[src/rtl/riscv_pkg.sv]
// RV32I decode vocabulary shared by the decode stage, its interface and the bench:
// instruction identifiers (inst_type) and instruction formats (fmts).
package riscv;

    typedef enum logic [5:0] {
        LUI, AUIPC, JAL, JALR,
        BEQ, BNE, BLT, BGE, BLTU, BGEU,
        LB, LH, LW, LBU, LHU,
        SB, SH, SW,
        ADDI, SLTI, SLTIU, XORI, ORI, ANDI, SLLI, SRLI, SRAI,
        ADD, SUB, SLL, SLT, SLTU, XOR, SRL, SRA, OR, AND,
        FENCE, FENCE_I, ECALL, EBREAK,
        CSRRW, CSRRS, CSRRC, CSRRWI, CSRRSI, CSRRCI
    } inst_type;

    typedef enum logic [2:0] {
        R_type, I_type, S_type, B_type, U_type, J_type
    } fmts;

endpackage

[src/rtl/rv_decode_stage_if.sv]
// Fetch-side and execute-side handshake bundle of the RV32I decode stage.
// slave = decode stage view, master = fetch/consumer (bench) view.
interface rv_decode_stage_if #(parameter int XLEN = 32);

    logic                  in_valid;
    logic                  in_ready;
    logic [31:0]           in_inst;
    logic [XLEN-1:0]       in_pc;
    logic                  flush;
    logic                  out_valid;
    logic                  out_ready;
    riscv::inst_type       out_op;
    riscv::fmts            out_fmt;
    logic [4:0]            out_rd;
    logic [4:0]            out_rs1;
    logic [4:0]            out_rs2;
    logic [XLEN-1:0]       out_imm;
    logic [XLEN-1:0]       out_pc;
    logic                  out_illegal;

    modport slave (
        input  in_valid, in_inst, in_pc, flush, out_ready,
        output in_ready, out_valid, out_op, out_fmt, out_rd, out_rs1, out_rs2,
               out_imm, out_pc, out_illegal
    );

    modport master (
        output in_valid, in_inst, in_pc, flush, out_ready,
        input  in_ready, out_valid, out_op, out_fmt, out_rd, out_rs1, out_rs2,
               out_imm, out_pc, out_illegal
    );

endinterface

[src/rtl/rv_decode_stage.sv]
// Registered RV32I decode stage with a 1-entry skid buffer (EMPTY/ONE/FULL).
// Define RV_DECODE_ILLEGAL_EN to flag unknown encodings on out_illegal instead of emitting a NOP.
module rv_decode_stage
    import riscv::*;
#(
    parameter int              XLEN     = 32,
    parameter logic [XLEN-1:0] RESET_PC = {XLEN{1'b0}}
) (
    input  logic                clock,
    input  logic                reset,
    rv_decode_stage_if.slave    bus
);

    typedef enum logic [1:0] {ST_EMPTY = 2'd0, ST_ONE = 2'd1, ST_FULL = 2'd2} state_t;

    typedef struct packed {
        inst_type    op;
        fmts         fmt;
        logic [4:0]  rd;
        logic [4:0]  rs1;
        logic [4:0]  rs2;
        logic [31:0] imm;
        logic        illegal;
    } dec_t;

    localparam dec_t RESET_DEC = '{op: ADDI, fmt: I_type, rd: 5'd0, rs1: 5'd0, rs2: 5'd0,
                                   imm: 32'd0, illegal: 1'b0};

    function automatic dec_t decode_word(input logic [31:0] inst);
        dec_t d;
        logic unk;
        d.op      = ADDI;
        d.fmt     = I_type;
        d.rd      = inst[11:7];
        d.rs1     = inst[19:15];
        d.rs2     = inst[24:20];
        d.imm     = {{20{inst[31]}}, inst[31:20]};
        d.illegal = 1'b0;
        unk       = 1'b0;
        case (inst[6:0])
            7'b0110111: begin d.op = LUI;   d.fmt = U_type; d.imm = {inst[31:12], 12'b0}; end
            7'b0010111: begin d.op = AUIPC; d.fmt = U_type; d.imm = {inst[31:12], 12'b0}; end
            7'b1101111: begin
                d.op  = JAL;
                d.fmt = J_type;
                d.imm = {{11{inst[31]}}, inst[31], inst[19:12], inst[20], inst[30:21], 1'b0};
            end
            7'b1100111: begin d.op = JALR; unk = (inst[14:12] != 3'b000); end
            7'b1100011: begin
                d.fmt = B_type;
                d.imm = {{19{inst[31]}}, inst[31], inst[7], inst[30:25], inst[11:8], 1'b0};
                case (inst[14:12])
                    3'b000:  d.op = BEQ;
                    3'b001:  d.op = BNE;
                    3'b100:  d.op = BLT;
                    3'b101:  d.op = BGE;
                    3'b110:  d.op = BLTU;
                    3'b111:  d.op = BGEU;
                    default: unk  = 1'b1;
                endcase
            end
            7'b0000011: begin
                case (inst[14:12])
                    3'b000:  d.op = LB;
                    3'b001:  d.op = LH;
                    3'b010:  d.op = LW;
                    3'b100:  d.op = LBU;
                    3'b101:  d.op = LHU;
                    default: unk  = 1'b1;
                endcase
            end
            7'b0100011: begin
                d.fmt = S_type;
                d.imm = {{20{inst[31]}}, inst[31:25], inst[11:7]};
                case (inst[14:12])
                    3'b000:  d.op = SB;
                    3'b001:  d.op = SH;
                    3'b010:  d.op = SW;
                    default: unk  = 1'b1;
                endcase
            end
            7'b0010011: begin
                case (inst[14:12])
                    3'b000:  d.op = ADDI;
                    3'b010:  d.op = SLTI;
                    3'b011:  d.op = SLTIU;
                    3'b100:  d.op = XORI;
                    3'b110:  d.op = ORI;
                    3'b111:  d.op = ANDI;
                    3'b001:  begin d.op = SLLI; unk = (inst[31:25] != 7'b0000000); end
                    3'b101:  begin
                        d.op = (inst[30] == 1'b1) ? SRAI : SRLI;
                        unk  = ({inst[31], inst[29:25]} != 6'b000000);
                    end
                    default: unk  = 1'b1;
                endcase
                // Shift amounts are unsigned; funct7 must not leak into the immediate.
                if ((inst[14:12] == 3'b001) || (inst[14:12] == 3'b101)) begin
                    d.imm = {27'd0, inst[24:20]};
                end else begin
                    d.imm = {{20{inst[31]}}, inst[31:20]};
                end
            end
            7'b0110011: begin
                d.fmt = R_type;
                case ({inst[31:25], inst[14:12]})
                    10'b0000000_000: d.op = ADD;
                    10'b0100000_000: d.op = SUB;
                    10'b0000000_001: d.op = SLL;
                    10'b0000000_010: d.op = SLT;
                    10'b0000000_011: d.op = SLTU;
                    10'b0000000_100: d.op = XOR;
                    10'b0000000_101: d.op = SRL;
                    10'b0100000_101: d.op = SRA;
                    10'b0000000_110: d.op = OR;
                    10'b0000000_111: d.op = AND;
                    default:         unk  = 1'b1;
                endcase
            end
            7'b0001111: begin
                d.imm = {20'd0, inst[31:20]};
                case (inst[14:12])
                    3'b000:  d.op = FENCE;
                    3'b001:  d.op = FENCE_I;
                    default: unk  = 1'b1;
                endcase
            end
            7'b1110011: begin
                // CSR address travels in imm unsigned; ECALL/EBREAK keep the plain I immediate.
                d.imm = {20'd0, inst[31:20]};
                case (inst[14:12])
                    3'b000: begin
                        d.imm = {{20{inst[31]}}, inst[31:20]};
                        case (inst[31:20])
                            12'h000: d.op = ECALL;
                            12'h001: d.op = EBREAK;
                            default: unk  = 1'b1;
                        endcase
                    end
                    3'b001:  d.op = CSRRW;
                    3'b010:  d.op = CSRRS;
                    3'b011:  d.op = CSRRC;
                    3'b101:  d.op = CSRRWI;
                    3'b110:  d.op = CSRRSI;
                    3'b111:  d.op = CSRRCI;
                    default: unk  = 1'b1;
                endcase
            end
            default: unk = 1'b1;
        endcase
        case (d.fmt)
            R_type:         d.imm = 32'd0;
            I_type:         d.rs2 = 5'd0;
            S_type, B_type: d.rd  = 5'd0;
            U_type, J_type: begin d.rs1 = 5'd0; d.rs2 = 5'd0; end
            default:        d.rs2 = 5'd0;
        endcase
        if (unk) begin
            d = RESET_DEC;
        end else begin
            d.illegal = 1'b0;
        end
`ifdef RV_DECODE_ILLEGAL_EN
        d.illegal = unk;
`else
        d.illegal = 1'b0;
`endif
        return d;
    endfunction

    state_t          state_q, state_d;
    logic            in_ready_q, in_ready_d;
    logic            out_valid_q, out_valid_d;
    dec_t            out_dec_q, out_dec_d;
    logic [XLEN-1:0] out_pc_q, out_pc_d;
    logic [31:0]     skid_inst_q, skid_inst_d;
    logic [XLEN-1:0] skid_pc_q, skid_pc_d;

    logic            in_xfer_s;
    logic            out_xfer_s;
    logic            load_out_s;
    logic [31:0]     src_inst_s;
    logic [XLEN-1:0] src_pc_s;
    dec_t            dec_s;

    // Next-state, skid capture and output-register load selection.
    always_comb begin
        in_xfer_s   = bus.in_valid & in_ready_q;
        out_xfer_s  = out_valid_q & bus.out_ready;
        state_d     = state_q;
        skid_inst_d = skid_inst_q;
        skid_pc_d   = skid_pc_q;
        load_out_s  = 1'b0;
        // In FULL the skid word is the only candidate for the output register.
        src_inst_s  = (state_q == ST_FULL) ? skid_inst_q : bus.in_inst;
        src_pc_s    = (state_q == ST_FULL) ? skid_pc_q   : bus.in_pc;
        dec_s       = decode_word(src_inst_s);
        if (bus.flush) begin
            state_d = ST_EMPTY;
        end else begin
            case (state_q)
                ST_EMPTY: begin
                    if (in_xfer_s) begin
                        state_d    = ST_ONE;
                        load_out_s = 1'b1;
                    end else begin
                        state_d = ST_EMPTY;
                    end
                end
                ST_ONE: begin
                    if (in_xfer_s && out_xfer_s) begin
                        load_out_s = 1'b1;
                    end else if (in_xfer_s) begin
                        state_d     = ST_FULL;
                        skid_inst_d = bus.in_inst;
                        skid_pc_d   = bus.in_pc;
                    end else if (out_xfer_s) begin
                        state_d = ST_EMPTY;
                    end else begin
                        state_d = ST_ONE;
                    end
                end
                ST_FULL: begin
                    if (out_xfer_s) begin
                        state_d    = ST_ONE;
                        load_out_s = 1'b1;
                    end else begin
                        state_d = ST_FULL;
                    end
                end
                default: state_d = ST_EMPTY;
            endcase
        end
        if (load_out_s) begin
            out_dec_d = dec_s;
            out_pc_d  = src_pc_s;
        end else begin
            out_dec_d = out_dec_q;
            out_pc_d  = out_pc_q;
        end
        out_valid_d = (state_d != ST_EMPTY);
        in_ready_d  = (state_d != ST_FULL);
    end

    // Pipeline, skid and handshake registers.
    always_ff @(posedge clock or posedge reset) begin
        if (reset) begin
            state_q     <= ST_EMPTY;
            in_ready_q  <= 1'b1;
            out_valid_q <= 1'b0;
            out_dec_q   <= RESET_DEC;
            out_pc_q    <= RESET_PC;
            skid_inst_q <= 32'd0;
            skid_pc_q   <= {XLEN{1'b0}};
        end else begin
            state_q     <= state_d;
            in_ready_q  <= in_ready_d;
            out_valid_q <= out_valid_d;
            out_dec_q   <= out_dec_d;
            out_pc_q    <= out_pc_d;
            skid_inst_q <= skid_inst_d;
            skid_pc_q   <= skid_pc_d;
        end
    end

    assign bus.in_ready    = in_ready_q;
    assign bus.out_valid   = out_valid_q;
    assign bus.out_op      = out_dec_q.op;
    assign bus.out_fmt     = out_dec_q.fmt;
    assign bus.out_rd      = out_dec_q.rd;
    assign bus.out_rs1     = out_dec_q.rs1;
    assign bus.out_rs2     = out_dec_q.rs2;
    assign bus.out_imm     = out_dec_q.imm;
    assign bus.out_pc      = out_pc_q;
    assign bus.out_illegal = out_dec_q.illegal;

endmodule

[src/flat_wrapper.sv]
// flat-port wrapper written by rule: the top's interface ports become plain ports
module rv_decode_stage_flat import riscv::*;
#(
    parameter int              XLEN     = 32,
    parameter logic [XLEN-1:0] RESET_PC = {XLEN{1'b0}}
)
  (clock, reset, bus_in_valid, bus_in_inst, bus_in_pc, bus_flush, bus_out_ready, bus_in_ready, bus_out_valid, bus_out_op, bus_out_fmt, bus_out_rd, bus_out_rs1, bus_out_rs2, bus_out_imm, bus_out_pc, bus_out_illegal);
  rv_decode_stage_if #(.XLEN(XLEN)) bus_i ();
  input  logic clock;
  input  logic reset;
  input wire logic [$bits(bus_i.in_valid)-1:0] bus_in_valid;
  input wire logic [$bits(bus_i.in_inst)-1:0] bus_in_inst;
  input wire logic [$bits(bus_i.in_pc)-1:0] bus_in_pc;
  input wire logic [$bits(bus_i.flush)-1:0] bus_flush;
  input wire logic [$bits(bus_i.out_ready)-1:0] bus_out_ready;
  output wire logic [$bits(bus_i.in_ready)-1:0] bus_in_ready;
  output wire logic [$bits(bus_i.out_valid)-1:0] bus_out_valid;
  output wire logic [$bits(bus_i.out_op)-1:0] bus_out_op;
  output wire logic [$bits(bus_i.out_fmt)-1:0] bus_out_fmt;
  output wire logic [$bits(bus_i.out_rd)-1:0] bus_out_rd;
  output wire logic [$bits(bus_i.out_rs1)-1:0] bus_out_rs1;
  output wire logic [$bits(bus_i.out_rs2)-1:0] bus_out_rs2;
  output wire logic [$bits(bus_i.out_imm)-1:0] bus_out_imm;
  output wire logic [$bits(bus_i.out_pc)-1:0] bus_out_pc;
  output wire logic [$bits(bus_i.out_illegal)-1:0] bus_out_illegal;
  assign bus_i.in_valid = bus_in_valid;
  assign bus_i.in_inst = bus_in_inst;
  assign bus_i.in_pc = bus_in_pc;
  assign bus_i.flush = bus_flush;
  assign bus_i.out_ready = bus_out_ready;
  assign bus_in_ready = bus_i.in_ready;
  assign bus_out_valid = bus_i.out_valid;
  assign bus_out_op = bus_i.out_op;
  assign bus_out_fmt = bus_i.out_fmt;
  assign bus_out_rd = bus_i.out_rd;
  assign bus_out_rs1 = bus_i.out_rs1;
  assign bus_out_rs2 = bus_i.out_rs2;
  assign bus_out_imm = bus_i.out_imm;
  assign bus_out_pc = bus_i.out_pc;
  assign bus_out_illegal = bus_i.out_illegal;
  rv_decode_stage #(.XLEN(XLEN), .RESET_PC(RESET_PC)) u_core (.clock(clock), .reset(reset), .bus(bus_i));
endmodule
[config.mk]
export PLATFORM = sky130hd
export DESIGN_NAME = rv_decode_stage_flat
export DESIGN_NICKNAME = d
export VERILOG_FILES = /design/src/rtl/riscv_pkg.sv /design/src/rtl/rv_decode_stage_if.sv /design/src/rtl/rv_decode_stage.sv /design/src/flat_wrapper.sv
export SDC_FILE = /design/constraint.sdc
export NUM_CORES = 1
export LEC_CHECK = 0
export BUFFER_PORTS_ARGS = -buffer_cell sky130_fd_sc_hd__buf_4
export CELL_PAD_IN_SITES_DETAIL_PLACEMENT = 1
export CELL_PAD_IN_SITES_GLOBAL_PLACEMENT = 2
export CORE_MARGIN = 2
export CORE_UTILIZATION = 35
export CTS_CLUSTER_DIAMETER = 150
export DETAILED_ROUTE_END_ITERATION = 8
export HOLD_SLACK_MARGIN = 0.15
export PLACE_DENSITY_LB_ADDON = 0.1
export SLEW_MARGIN = 40
export SYNTH_ARGS = -nofsm -noshare
export SYNTH_HDL_FRONTEND = slang
export SYNTH_SLANG_ARGS = --single-unit
export TNS_END_PERCENT = 10
[constraint.sdc]
create_clock -name clock -period 6.5 [get_ports clock]
set_input_delay 1.3 -clock clock [delete_from_list [all_inputs] [get_ports clock]]
set_output_delay 1.3 -clock clock [all_outputs]
set_load 0.005 [all_outputs]
Word-level counts from Yosys, hierarchy flattened
Index checks and enable logic that the tools add are counted.
{"block": "op_classes", "n_eq_ne": 35, "n_mux": 42, "bitwise_logic": 4, "reduce_logical": 24}
{"cell": "$pmux 32 s7", "n": 1}
{"cell": "$mux 32", "n": 5}
{"cell": "$pmux 6 s11", "n": 1}
{"cell": "$pmux 6 s10", "n": 1}
{"cell": "$mux 56", "n": 1}
{"cell": "$pmux 6 s8", "n": 1}
{"cell": "$pmux 6 s7", "n": 1}
{"cell": "$eq 10x3->1 const B", "n": 4}
{"cell": "$pmux 5 s6", "n": 1}
{"cell": "$eq 7x7->1 const B", "n": 4}
{"cell": "$pmux 5 s5", "n": 1}
{"cell": "$pmux 6 s2", "n": 2}
{"cell": "$eq 7x6->1 const B", "n": 3}
{"cell": "$eq 10x2->1 const B", "n": 2}
{"cell": "$eq 10x9->1 const B", "n": 2}
{"cell": "$eq 3x3->1 const B", "n": 6}
{"cell": "$mux 5", "n": 3}
{"cell": "$pmux 3 s5", "n": 1}
{"cell": "$pmux 5 s3", "n": 1}
{"cell": "$eq 7x5->1 const B", "n": 2}
{"cell": "$eq 12x1->1 const B", "n": 1}
{"cell": "$eq 3x2->1 const B", "n": 4}
{"cell": "$logic_not 12->1", "n": 1}
{"cell": "$mux 1", "n": 12}
{"cell": "other kinds (29)", "n": 44}
{"block": "totals", "reg_bits": 156, "in_bits": 69, "output_inout_bits": 91}

Logic depth before layout (Yosys ltp)
Gate-level depths: netlist of the first run.
{"block": "depth", "depth_word": 9, "mapped_depth": 14}

Worst setup path after synthesis of the first run
No wires, ideal clock.
{"block": "synth_timing", "kind": "input -> register", "start": "input port bus_in_inst[31]", "end": "register u_core.out_dec_q, in the netlist u_core.bus.out_rs2[1]", "setup_ns": 0.096, "t_arrival_ns": 3.574, "required_time_ns": 6.404, "path_slack_ns": 2.831, "stages": 8, "n_path_buf": 1, "path_cell_list": "or3_1 > nor4_1 > o21ai_1 > o221a_1 > or4_4 > or3_4 > buf_6 > o31ai_1"}
{"block": "synth_via", "elab_chain_len": 7, "elab_cells_between_ends": 23, "cone_classes": "eq/ne (10); mux (7); reduce/logical (6)"}
{"element": "start: declaration", "line_no": "flat_wrapper.sv:12", "source": "input wire logic [$bits(bus_i.in_inst)-1:0] bus_in_inst;"}
{"element": "$mux 32 *", "line_no": "rv_decode_stage.sv:195", "source": "src_inst_s = (state_q == ST_FULL) ? skid_inst_q : bus.in_inst;"}
{"element": "$eq 12x1->1 / $logic_not 12->1 (equally long branches)", "line_no": "rv_decode_stage.sv:134", "source": "case (inst[31:20])"}
{"element": "$reduce_or 2->1 (no line)"}
{"element": "$mux 1", "line_no": "rv_decode_stage.sv:134"}
{"element": "$pmux 1 s2", "line_no": "rv_decode_stage.sv:131", "source": "case (inst[14:12])"}
{"element": "$pmux 1 s9 *", "line_no": "rv_decode_stage.sv:40", "source": "case (inst[6:0])"}
{"element": "$mux 56 *", "line_no": "rv_decode_stage.sv:158", "source": "if (unk) begin"}
{"element": "end signal: assignment", "line_no": "rv_decode_stage.sv:259", "source": "out_dec_q <= out_dec_d;"}
{"element": "end: declaration", "line_no": "rv_decode_stage.sv:174", "source": "dec_t out_dec_q, out_dec_d;"}
Every way passes the cells marked *; elsewhere a longest branch is shown, timed or not.
A chain may end at the register's enable or synchronous reset.

Worst setup path after layout of the first run
{"block": "layout_timing", "start": "register u_core.state_q[0]", "end": "register u_core.out_dec_q, in the netlist u_core.bus.out_op[4]"}
{"block": "layout_via", "elab_chain_len": 8, "elab_cells_between_ends": 66, "cone_classes": "eq/ne (30); mux (21); reduce/logical (15)"}
{"element": "start: declaration", "line_no": "rv_decode_stage.sv:171", "source": "state_t state_q, state_d;"}
{"element": "start signal: assignment", "line_no": "rv_decode_stage.sv:256", "source": "state_q <= state_d;"}
{"element": "parallel branches: the longest is 8 deep, another holds $mux 56"}
Parallel ways; which one is timed is not known.

==> flow_metrics.py, run 1 <==
metrics = {
    "place": {
        "dp_hpwl_mm": 19.4,
        "dpl.cell_count": 1218,
        "port_buffers": 158,
        "gp_congestion": 0.840,
    },
    "cts": {
        "cts_made_buffers": 17,
        "ctsHtreeMaxLevel": 4,
        "tritoncts": "yes",
        "path_clk_slew_ps": 70,
        "clk_latency_ps": 430,
        "cts_setup_buffers": 0,
        "ctsRootBufferMaster": "clkbuf_16",
        "holdBufCountCts": 0,
        "cts.sinks": 156,
        "cts_resized": 0,
        "cts_buffer_depth": 2,
    },
    "cells_and_area": {
        "layout_common_cells": "buf_4 (171), dfrtp_1 (152), nand2_1 (139)",
        "final_common_cell": "buf_4",
        "drive_gt1_share_pct": 32.0,
        "diodes": 0,
        "fin_nets": 1021,
        "instances_no_fill": 1250,
        "area_growth_pct": 25.3,
        "fill_cells": 2536,
    },
    "routing": {
        "drc": 0,
        "first_pass_iters": 4,
        "drtAntennaViolNets": 0,
        "wirelength_mm": 26.8,
        "avgViaCountPerCell": 5.59,
        "routedWlPerCell_um": 21.5,
        "drtIter0Drc": 345,
        "routed-via-count": 6984,
    },
    "pwr": {
        "ir_drop_mv": 0.186,
        "p_total_w": 0.00329,
        "total_leakage_power_nw": 4.61,
        "power.density_nw_per_um2": 323,
    },
    "timing": {
        "relSlewSlack_pct": 41.3,
        "tightest_slew_ps": 872,
        "layout_min_cycle_time_ps": 4130,
        "setup_viol": 0,
        "max_freq_mhz": 242,
        "rsz0062_at_grt": "false",
        "min_period_over_period_pct": 63.6,
        "fin_skew_ps": 12.3,
        "hold_viol": 0,
        "finalSetupTns_ps": 0,
        "slew_violations": 0,
    },
    "grt": {
        "grt_overflow": 0,
        "grt_first_pass_wirelength_mm": 42.0,
        "first_global_vias": 7313,
        "antenna_found_initial": 0,
        "grt_max_degree": 110,
        "gr-usage-all-layers_pct": 22.2,
    },
    "yosys": {
        "synthCells": 819,
        "yosysWarnings": 0,
        "synth-edff-count": 0,
        "synth_top_cell_by_area": "dfrtp_1",
        "syn_nets": 888,
        "synth_flop_cell": "dfrtp_1",
        "yosys-top-cells-area": "dfrtp_1 (47%), mux2_2 (9.5%), nand2_1 (6.4%)",
        "synth.distinct_cells": 82,
        "avgSynthCellArea_um2": 9.94,
        "synth_seq_cells": 156,
        "synth_top_area_share_pct": 46.7,
        "yosysSeqAreaShare_pct": 48.0,
        "async_flop_share_pct": 100,
        "synthesis.area_um2": 8140,
    },
    "floorplanning": {
        "core_area_um2": 22700,
        "chipWidth_um": 157,
        "start_util_pct": 35.9,
        "die_area_um2": 24500,
        "row_count": 55,
        "ios": 160,
        "die_y_um": 157,
    },
    "setup_path": {
        "cp_max_fo": 45,
        "start_kind": "register",
        "path_cells": "nand2b_4 > buf_4 > mux2i_1 > o21ai_1 > a21oi_1 > nor2_1 > or3_4 > o32a_1",
        "cpMaxStageDelayCell": "dfrtp_1",
        "crit_family": "simple AND/OR/NAND/NOR gates",
        "end_kind": "register",
        "arrival_ps": 4480,
        "worst_ep_required_time_ps": 6850,
        "path_buf_inv": 1,
        "worstSetupPathType": "reg -> reg",
        "critical_path.max_stage_delay_ps": 680,
    },
    "min_path": {
        "hp-class": "reg -> reg",
    },
    "run": {
        "cap_violations": 0,
    },
    "status": {
        "outcome": "finished, final reports clean",
    },
}
[Yosys cell counts, types with 3 or more instances]
library cell,instances
o31ai_2,4
o22ai_1,8
buf_1,4
o211ai_1,3
or3_1,5
clkbuf_1,42
and2_1,4
mux2_2,69
a22o_1,25
dfstp_2,4
a21oi_1,19
nor4bb_1,6
a31oi_1,42
or4_1,4
buf_6,5
o21ai_0,28
nand2_1,139
dfrtp_1,152
nor4_1,9
nor3_1,11
o21ai_1,3
mux2i_1,33
nor2b_1,3
a32oi_1,3
nor2_1,88
buf_2,4
and3_1,3
nand2b_1,3
inv_1,11
o31ai_1,21
[tightest hold or removal path, delay by kind of cell, from the launching register on]
family	cells	cell delay (ps)
flip-flops	1	350
AND/OR/NAND/NOR	1	50
AO/OA/AOI/OAI	1	60
[state kept, by name, indices dropped and copies added (netlist names)]
signal,cells
u_core.bus.out_imm,32
u_core.skid_pc_q,32
u_core.state_q,2
u_core.skid_inst_q,32
u_core.bus.out_op,6
u_core.bus.out_valid,1
u_core.bus.out_rd,5
u_core.bus.in_ready,1
u_core.bus.out_fmt,3
u_core.bus.out_rs2,5
u_core.bus.out_rs1,5
u_core.bus.out_pc,32
[through the flow]
stage                     utilization [%]  hold WS (ps)  instance area (µm²)  setup slack (ps)
after CTS                            44.9           497                10200              2310
after global placement               41.9           466                 9520              2150
final                                44.9           488                10200              2370
after detailed placement             42.2           481                 9580              2080
after floorplan                         -           473                 8140              1000
after global routing                 44.9           513                10200              2050
[layout make-up]
type | instances | area [µm²] | share of cell area (%)
timing repair buffer | 172 | 1310 | 12.9
sequential | 156 | 3910 | 38.3
inverter | 11 | 53.8 | 0.527
clock inverter | 15 | 185 | 1.82
multi-input combinational | 594 | 3960 | 38.8
tap | 285 | 357 | 3.50
clock buffer | 17 | 425 | 4.17
[report_power, final]
part	leakage [nW]	internal, W	switching (W)
clock network	0.300	0.000556	0.000484
logic	2.37	0.000417	0.000359
registers	1.94	0.00125	0.000219
total	4.61	0.00223	0.00106
[kinds of logic (layout without fill, tap and decap cells)]
logic type | after synthesis | count (layout) | synth area share (%)
DFF | 156 | 156 | 48.0
xor gates and xnor gates | 2 | 2 | 0.215
AOI/OAI and AO/OA | 186 | 186 | 16.3
muxes | 104 | 104 | 14.0
and+or+nand+nor | 301 | 301 | 17.5
other | 1 | 1 | 0.0461
buffers and inverters | 69 | 215 | 4.00
[metal layers]
metal | routed length [µm] | track usage [%] | part of all wire, % | up-vias
met5 | 0 | 0 | 0 | -
met4 | 291 | 4.94 | 1.1 | 0
met3 | 1500 | 5.70 | 5.6 | 21
met2 | 12900 | 36.3 | 48 | 182
met1 | 12100 | 29.7 | 45 | 3550
li1 | - | - | - | 3231
[worst paths after layout]
kind	start	end	slack, ps	cells after the start
max	u_core.state_q[0]	u_core.bus.out_op[4]	2370	8
min in group asynchronous	reset	u_core.bus.out_pc[27]	890	2
max in group asynchronous	reset	u_core.bus.out_imm[30]	4460	3
min	u_core.bus.out_rd[0]	u_core.bus.out_rd[0]	490	2
max reg2reg	u_core.state_q[0]	u_core.bus.out_op[4]	2370	8
min reg2reg	u_core.bus.out_rd[0]	u_core.bus.out_rd[0]	490	2
No activity file was read; power rests on OpenSTA's default activity.
==> run 2: changes to the inputs <==
Clock period 6.5 ns to 4.3 ns, I/O delays scaled along.
==> run 2 against run 1 <==
  * Register-to-register slack worse by 1600 ps
  * Clock skew up 6.1 ps
  * Highest routed layer unchanged
  * Largest power group unchanged
  * Sequential share of layout area down 0.41 points
  * Global-route usage up 1.2 points
  * Clock-buffer cell count unchanged
  * Worst hold slack about the same
==> flow_metrics.py, run 2 (synthesized netlist as in run 1, its figures left out) <==
metrics = {
    "place": {
        "dp_hpwl_mm": 19.6,
        "port_buffers": 158,
        "dpl.cell_count": 1231,
        "gp_congestion": 0.857,
    },
    "cells_and_area": {
        "fill_cells": 2557,
        "fin_nets": 1035,
        "final_common_cell": "buf_4",
        "drive_gt1_share_pct": 32.6,
        "area_growth_pct": 26.7,
        "instances_no_fill": 1263,
        "diodes": 0,
        "layout_common_cells": "buf_4 (183), dfrtp_1 (152), nand2_1 (139)",
    },
    "grt": {
        "antenna_found_initial": 0,
        "grt_util_met2_pct": 38.2,
        "gr-usage-all-layers_pct": 23.4,
        "met3_usage_pct": 6.59,
        "grt_overflow": 0,
        "use_met1_pct": 30.7,
        "first_global_vias": 7655,
        "grt_max_degree": 157,
        "busiest_layer": "met2",
        "grt_first_pass_wirelength_mm": 43.9,
    },
    "floorplanning": {
        "ios": 160,
        "core_area_um2": 22700,
        "row_count": 55,
        "start_util_pct": 35.9,
        "chipWidth_um": 157,
        "die_y_um": 157,
        "die_area_um2": 24500,
    },
    "cts": {
        "cts_resized": 0,
        "cts_made_buffers": 17,
        "path_clk_slew_ps": 70,
        "cts.sinks": 156,
        "clk_latency_ps": 440,
        "tritoncts": "yes",
        "cts_buffer_depth": 2,
        "cts_setup_buffers": 0,
        "ctsHtreeMaxLevel": 4,
        "ctsRootBufferMaster": "clkbuf_16",
        "holdBufCountCts": 0,
    },
    "pwr": {
        "p_sw_share_pct": 31.3,
        "ir_drop_mv": 0.245,
        "p_clk_share_pct": 32.2,
        "comb_power_share_pct": 23.6,
        "p_total_w": 0.00505,
        "p_int_w": 0.00347,
        "p_seq_share_pct": 44.1,
        "power.density_nw_per_um2": 490,
        "power_switching_w": 0.00158,
        "total_leakage_power_nw": 4.68,
    },
    "routing": {
        "first_pass_iters": 4,
        "drtAntennaViolNets": 0,
        "drtIter0Drc": 304,
        "drc": 0,
        "routedWlPerCell_um": 21.8,
        "wirelength_mm": 27.6,
        "routed-via-count": 7073,
        "avgViaCountPerCell": 5.60,
    },
    "min_path": {
        "hp-class": "reg -> reg",
    },
    "timing": {
        "finalSetupTns_ps": 0,
        "slew_violations": 0,
        "setup_viol": 0,
        "layout_min_cycle_time_ps": 3510,
        "relSlewSlack_pct": 43.9,
        "fin_skew_ps": 18.4,
        "max_freq_mhz": 285,
        "rsz0062_at_grt": "false",
        "hold_viol": 0,
        "tightest_slew_ps": 838,
        "min_period_over_period_pct": 81.7,
        "hold_ws_ps": 487,
    },
    "setup_path": {
        "r2r_slack_ps": 790,
        "crit_start": "u_core.state_q[1]",
        "cp-endpoint": "u_core.bus.out_op[4]",
        "arrival_ps": 3860,
        "reg2reg_depth": 9,
        "worst_ep_required_time_ps": 4640,
        "cp_max_fo": 22,
        "start_kind": "register",
        "worstSetupPathType": "reg -> reg",
        "regToRegEndpoint": "u_core.bus.out_op[4]",
        "end_kind": "register",
        "r2r-start": "u_core.state_q[1]",
    },
    "run": {
        "cap_violations": 0,
    },
    "status": {
        "outcome": "finished, final reports clean",
    },
}
==> run 2: stage by stage <==
| stage | area, µm² | util [%] | setup slack [ps] |
|---|---|---|---|
| 6_report | 10300 | 45.4 | 787 |
| 5_1_grt | 10300 | 45.4 | 663 |
| 4_1_cts | 10300 | 45.3 | 807 |
| 3_5_place_dp | 9660 | 42.5 | 537 |
| 3_3_place_gp | 9650 | 42.5 | 525 |
| 2_1_floorplan | 8150 | - | 1070 |
==> run 2: cell type report <==
| type | instances | area (µm²) | area share, % |
|---|---|---|---|
| multi-input combinational | 594 | 3940 | 38.2 |
| sequential | 156 | 3910 | 37.9 |
| clock buffer | 17 | 425 | 4.12 |
| inverter | 11 | 45.0 | 0.437 |
| timing repair buffer | 186 | 1440 | 14.0 |
| clock inverter | 14 | 199 | 1.93 |
| tap | 285 | 357 | 3.46 |
==> run 2: how the worst min path moves through the flow <==
stage	from	endpoint	slack [ps]	cells after the start
6_report	u_core.bus.out_imm[8]	u_core.bus.out_imm[8]	490	2
5_1_grt	u_core.bus.out_imm[10]	u_core.bus.out_imm[10]	520	2
4_1_cts	u_core.bus.out_imm[8]	u_core.bus.out_imm[8]	490	2
3_5_place_dp	u_core.bus.out_imm[8]	u_core.bus.out_imm[8]	480	2
3_3_place_gp	u_core.bus.out_rd[0]	u_core.bus.out_rd[0]	470	2
2_1_floorplan	u_core.bus.out_rd[0]	u_core.bus.out_rd[0]	470	2
==> run 2: critical path, stage by stage (launching register included) <==
cell	delay, ps
dfrtp_1	410
buf_4	200
and2b_2	370
nor4_1	430
buf_4	200
o21ai_1	120
o221a_1	300
or4_4	470
or3_4	550
o32a_1	380
==> run 2: metal layers <==
metal,wire (µm),share of wire (%)
met1,12200,44
met2,13400,49
met3,1600,5.8
met4,354,1.3
met5,0,0
==> run 2: power groups by stage <==
stage          logic, W  registers, W  clock network, W
2_1_floorplan  0.000727       0.00215                 0
3_3_place_gp    0.00116       0.00221                 0
4_1_cts         0.00121       0.00223           0.00167
6_report        0.00119       0.00223           0.00163
5_1_grt         0.00132       0.00229           0.00173
3_5_place_dp    0.00121       0.00225                 0
==> run 3: changes to the inputs <==
Settings changed: ABC_AREA set to 1, CORE_UTILIZATION 35 to 28.
Clock period 4.3 ns to 2.9 ns, I/O delays scaled along.
==> run 3 against run 2 <==
  * Non-clock buffer count rose by 24
  * Worst setup slack got worse by 570 ps
  * Global-route usage fell by 3.5 points
  * Cell count rose by 40%
  * Clock-buffer cell count rose by 5
  * Clock skew fell by 7.7 ps
  * Critical endpoint is now u_core.bus.out_imm[27]
==> flow_metrics.py, run 3 <==
metrics = {
    "cts": {
        "cts.sinks": 156,
        "clk_latency_ps": 440,
        "tritoncts": "yes",
        "ctsRootBufferMaster": "clkbuf_16",
        "cts_buffer_depth": 2,
        "path_clk_slew_ps": 70,
        "holdBufCountCts": 0,
        "ctsHtreeMaxLevel": 4,
        "cts_made_buffers": 17,
    },
    "cells_and_area": {
        "drive_gt1_share_pct": 22.2,
        "final_common_cell": "nand2_1",
        "layout_common_cells": "nand2_1 (465), buf_4 (201), dfrtp_1 (152)",
        "diodes": 0,
        "fin_nets": 1429,
        "fill_cells": 3770,
        "area_growth_pct": 29.8,
    },
    "pwr": {
        "ir_drop_mv": 0.479,
        "p_total_w": 0.00762,
        "power.density_nw_per_um2": 685,
        "total_leakage_power_nw": 5.79,
    },
    "timing": {
        "setup_viol": 0,
        "finalSetupTns_ps": 0,
        "hold_viol": 0,
        "min_period_over_period_pct": 92.6,
        "fin_skew_ps": 10.7,
        "relSlewSlack_pct": 54.9,
        "max_freq_mhz": 372,
        "slew_violations": 0,
        "rsz0062_at_grt": "false",
        "tightest_slew_ps": 676,
        "layout_min_cycle_time_ps": 2680,
    },
    "setup_path": {
        "worstSetupPathType": "reg -> reg",
        "arrival_ps": 3010,
        "start_kind": "register",
        "cp_max_fo": 21,
        "reg2reg_depth": 15,
        "end_kind": "register",
        "worst_ep_required_time_ps": 3230,
    },
    "yosys": {
        "synthesis.area_um2": 8560,
        "yosysSeqAreaShare_pct": 45.6,
        "synth_common_cells": "nand2_1 (471), dfrtp_1 (152), nand3_1 (107)",
        "synth-edff-count": 0,
        "yosys.cell_count.top_type": "nand2_1",
        "yosysWarnings": 0,
        "synthCells": 1195,
        "avgSynthCellArea_um2": 7.17,
        "synth_top_cell_by_area": "dfrtp_1",
        "synth_seq_cells": 156,
        "async_flop_share_pct": 100,
        "synth_top_area_share_pct": 44.4,
        "synth_flop_cell": "dfrtp_1",
        "syn_nets": 1264,
        "synth.distinct_cells": 40,
        "yosys-top-cells-area": "dfrtp_1 (44%), nand2_1 (21%), nand3_1 (6.3%)",
    },
    "routing": {
        "routedWlPerCell_um": 17.3,
        "wirelength_mm": 30.7,
        "avgViaCountPerCell": 4.71,
        "drc": 0,
        "drtIter0Drc": 344,
        "first_pass_iters": 4,
        "drtAntennaViolNets": 0,
        "routed-via-count": 8328,
    },
    "floorplanning": {
        "ios": 160,
        "die_area_um2": 32000,
        "row_count": 64,
        "core_area_um2": 30300,
        "chipWidth_um": 179,
        "die_y_um": 179,
        "start_util_pct": 28.2,
    },
    "grt": {
        "gr-usage-all-layers_pct": 19.9,
        "first_global_vias": 8651,
        "grt_max_degree": 109,
        "grt_first_pass_wirelength_mm": 48.5,
        "antenna_found_initial": 0,
        "grt_overflow": 0,
    },
    "place": {
        "port_buffers": 158,
        "dp_hpwl_mm": 21.8,
        "gp_congestion": 0.868,
    },
    "min_path": {
        "hp-class": "in -> async",
    },
    "run": {
        "cap_violations": 0,
    },
    "status": {
        "outcome": "finished, final reports clean",
    },
}
run 3: cell count changes after synthesis, sizes merged, moves of 25 or more:
cell and change:
a22o -25, inv +77, mux2 -71, mux2i -33, nand2 +348, nand3 +108
nor2 +26, o21ai +41, o31ai -25
run 3: metal layers:
| metal | track usage (%) | vias to the layer above | routed length, µm | share of wire [%] |
|---|---|---|---|---|
| li1 | - | 4142 | - | - |
| met2 | 32.4 | 126 | 14600 | 48 |
| met5 | 0 | - | 0 | 0 |
| met1 | 24.9 | 4027 | 13900 | 45 |
| met4 | 7.11 | 0 | 643 | 2.1 |
| met3 | 5.83 | 33 | 1560 | 5.1 |
run 3: path summary, 6_finish.rpt:
kind                                       start                     end  slack [ps]
max                            u_core.state_q[1]  u_core.bus.out_imm[27]         220
min                                        reset    u_core.bus.out_pc[4]         270
max reg2reg                    u_core.state_q[1]  u_core.bus.out_imm[27]         220
min reg2reg                u_core.bus.out_fmt[0]   u_core.bus.out_fmt[0]         470
max in group asynchronous                  reset  u_core.bus.out_imm[29]        2040
min in group clock                 bus_in_pc[21]    u_core.skid_pc_q[21]         340
run 3: power by group:
part	switching [W]	total, W	leakage, nW	internal, W
clock	0.000981	0.00256	0.315	0.00158
sequential	0.000367	0.00318	1.97	0.00281
combinational	0.00106	0.00188	3.51	0.000826
total	0.00241	0.00762	5.79	0.00521
run 3: critical path: stages, from the launching register on:
cell and delay, ps:
dfrtp_1 490, inv_2 100, nor2_4 250, nand2_1 160
nand2_2 160, nor2_4 60, buf_6 160, nand2_2 100
inv_2 60, nor2_1 170, nand2_1 130, buf_4 190
o21a_1 200, buf_12 160, nand3_1 90, nand2_1 50
run 3: cells by family after synthesis:
logic type             after synthesis  share of synthesized area (%)
DFF                                156                           45.6
other                                1                         0.0438
buffers and inverters              153                           7.83
and+or+nand+nor                    733                           36.1
AOI/OAI and AO/OA                  152                           10.4
run 3: cell type report:
type                    count  area, µm²  area share [%]
repair buffers            210       1680            15.1
clock inverters            10        185            1.67
flip-flops and latches    156       3910            35.2
well taps                 396        495            4.46
multi-input cells         886       4040            36.4
inverters                  89        345            3.11
clock buffers              22        464            4.18
run 3: through the flow:
stage          instance area, µm²  utilization [%]  instances  worst slack (ps)  hold WS [ps]
2_1_floorplan                8570                -       1195               350           444
3_3_place_gp                10400             34.1       1735               166           461
3_5_place_dp                10400             34.1       1735               155           464
4_1_cts                     11000             36.3       1767               126           309
5_1_grt                     11100             36.6       1769              11.0           319
6_report                    11100             36.6       1769               215           271
run 3: what timing repair did:
item	in CTS	in global routing
gates resized for setup	0	17
endpoints found under the setup margin	0	43
buffers inserted	0	1
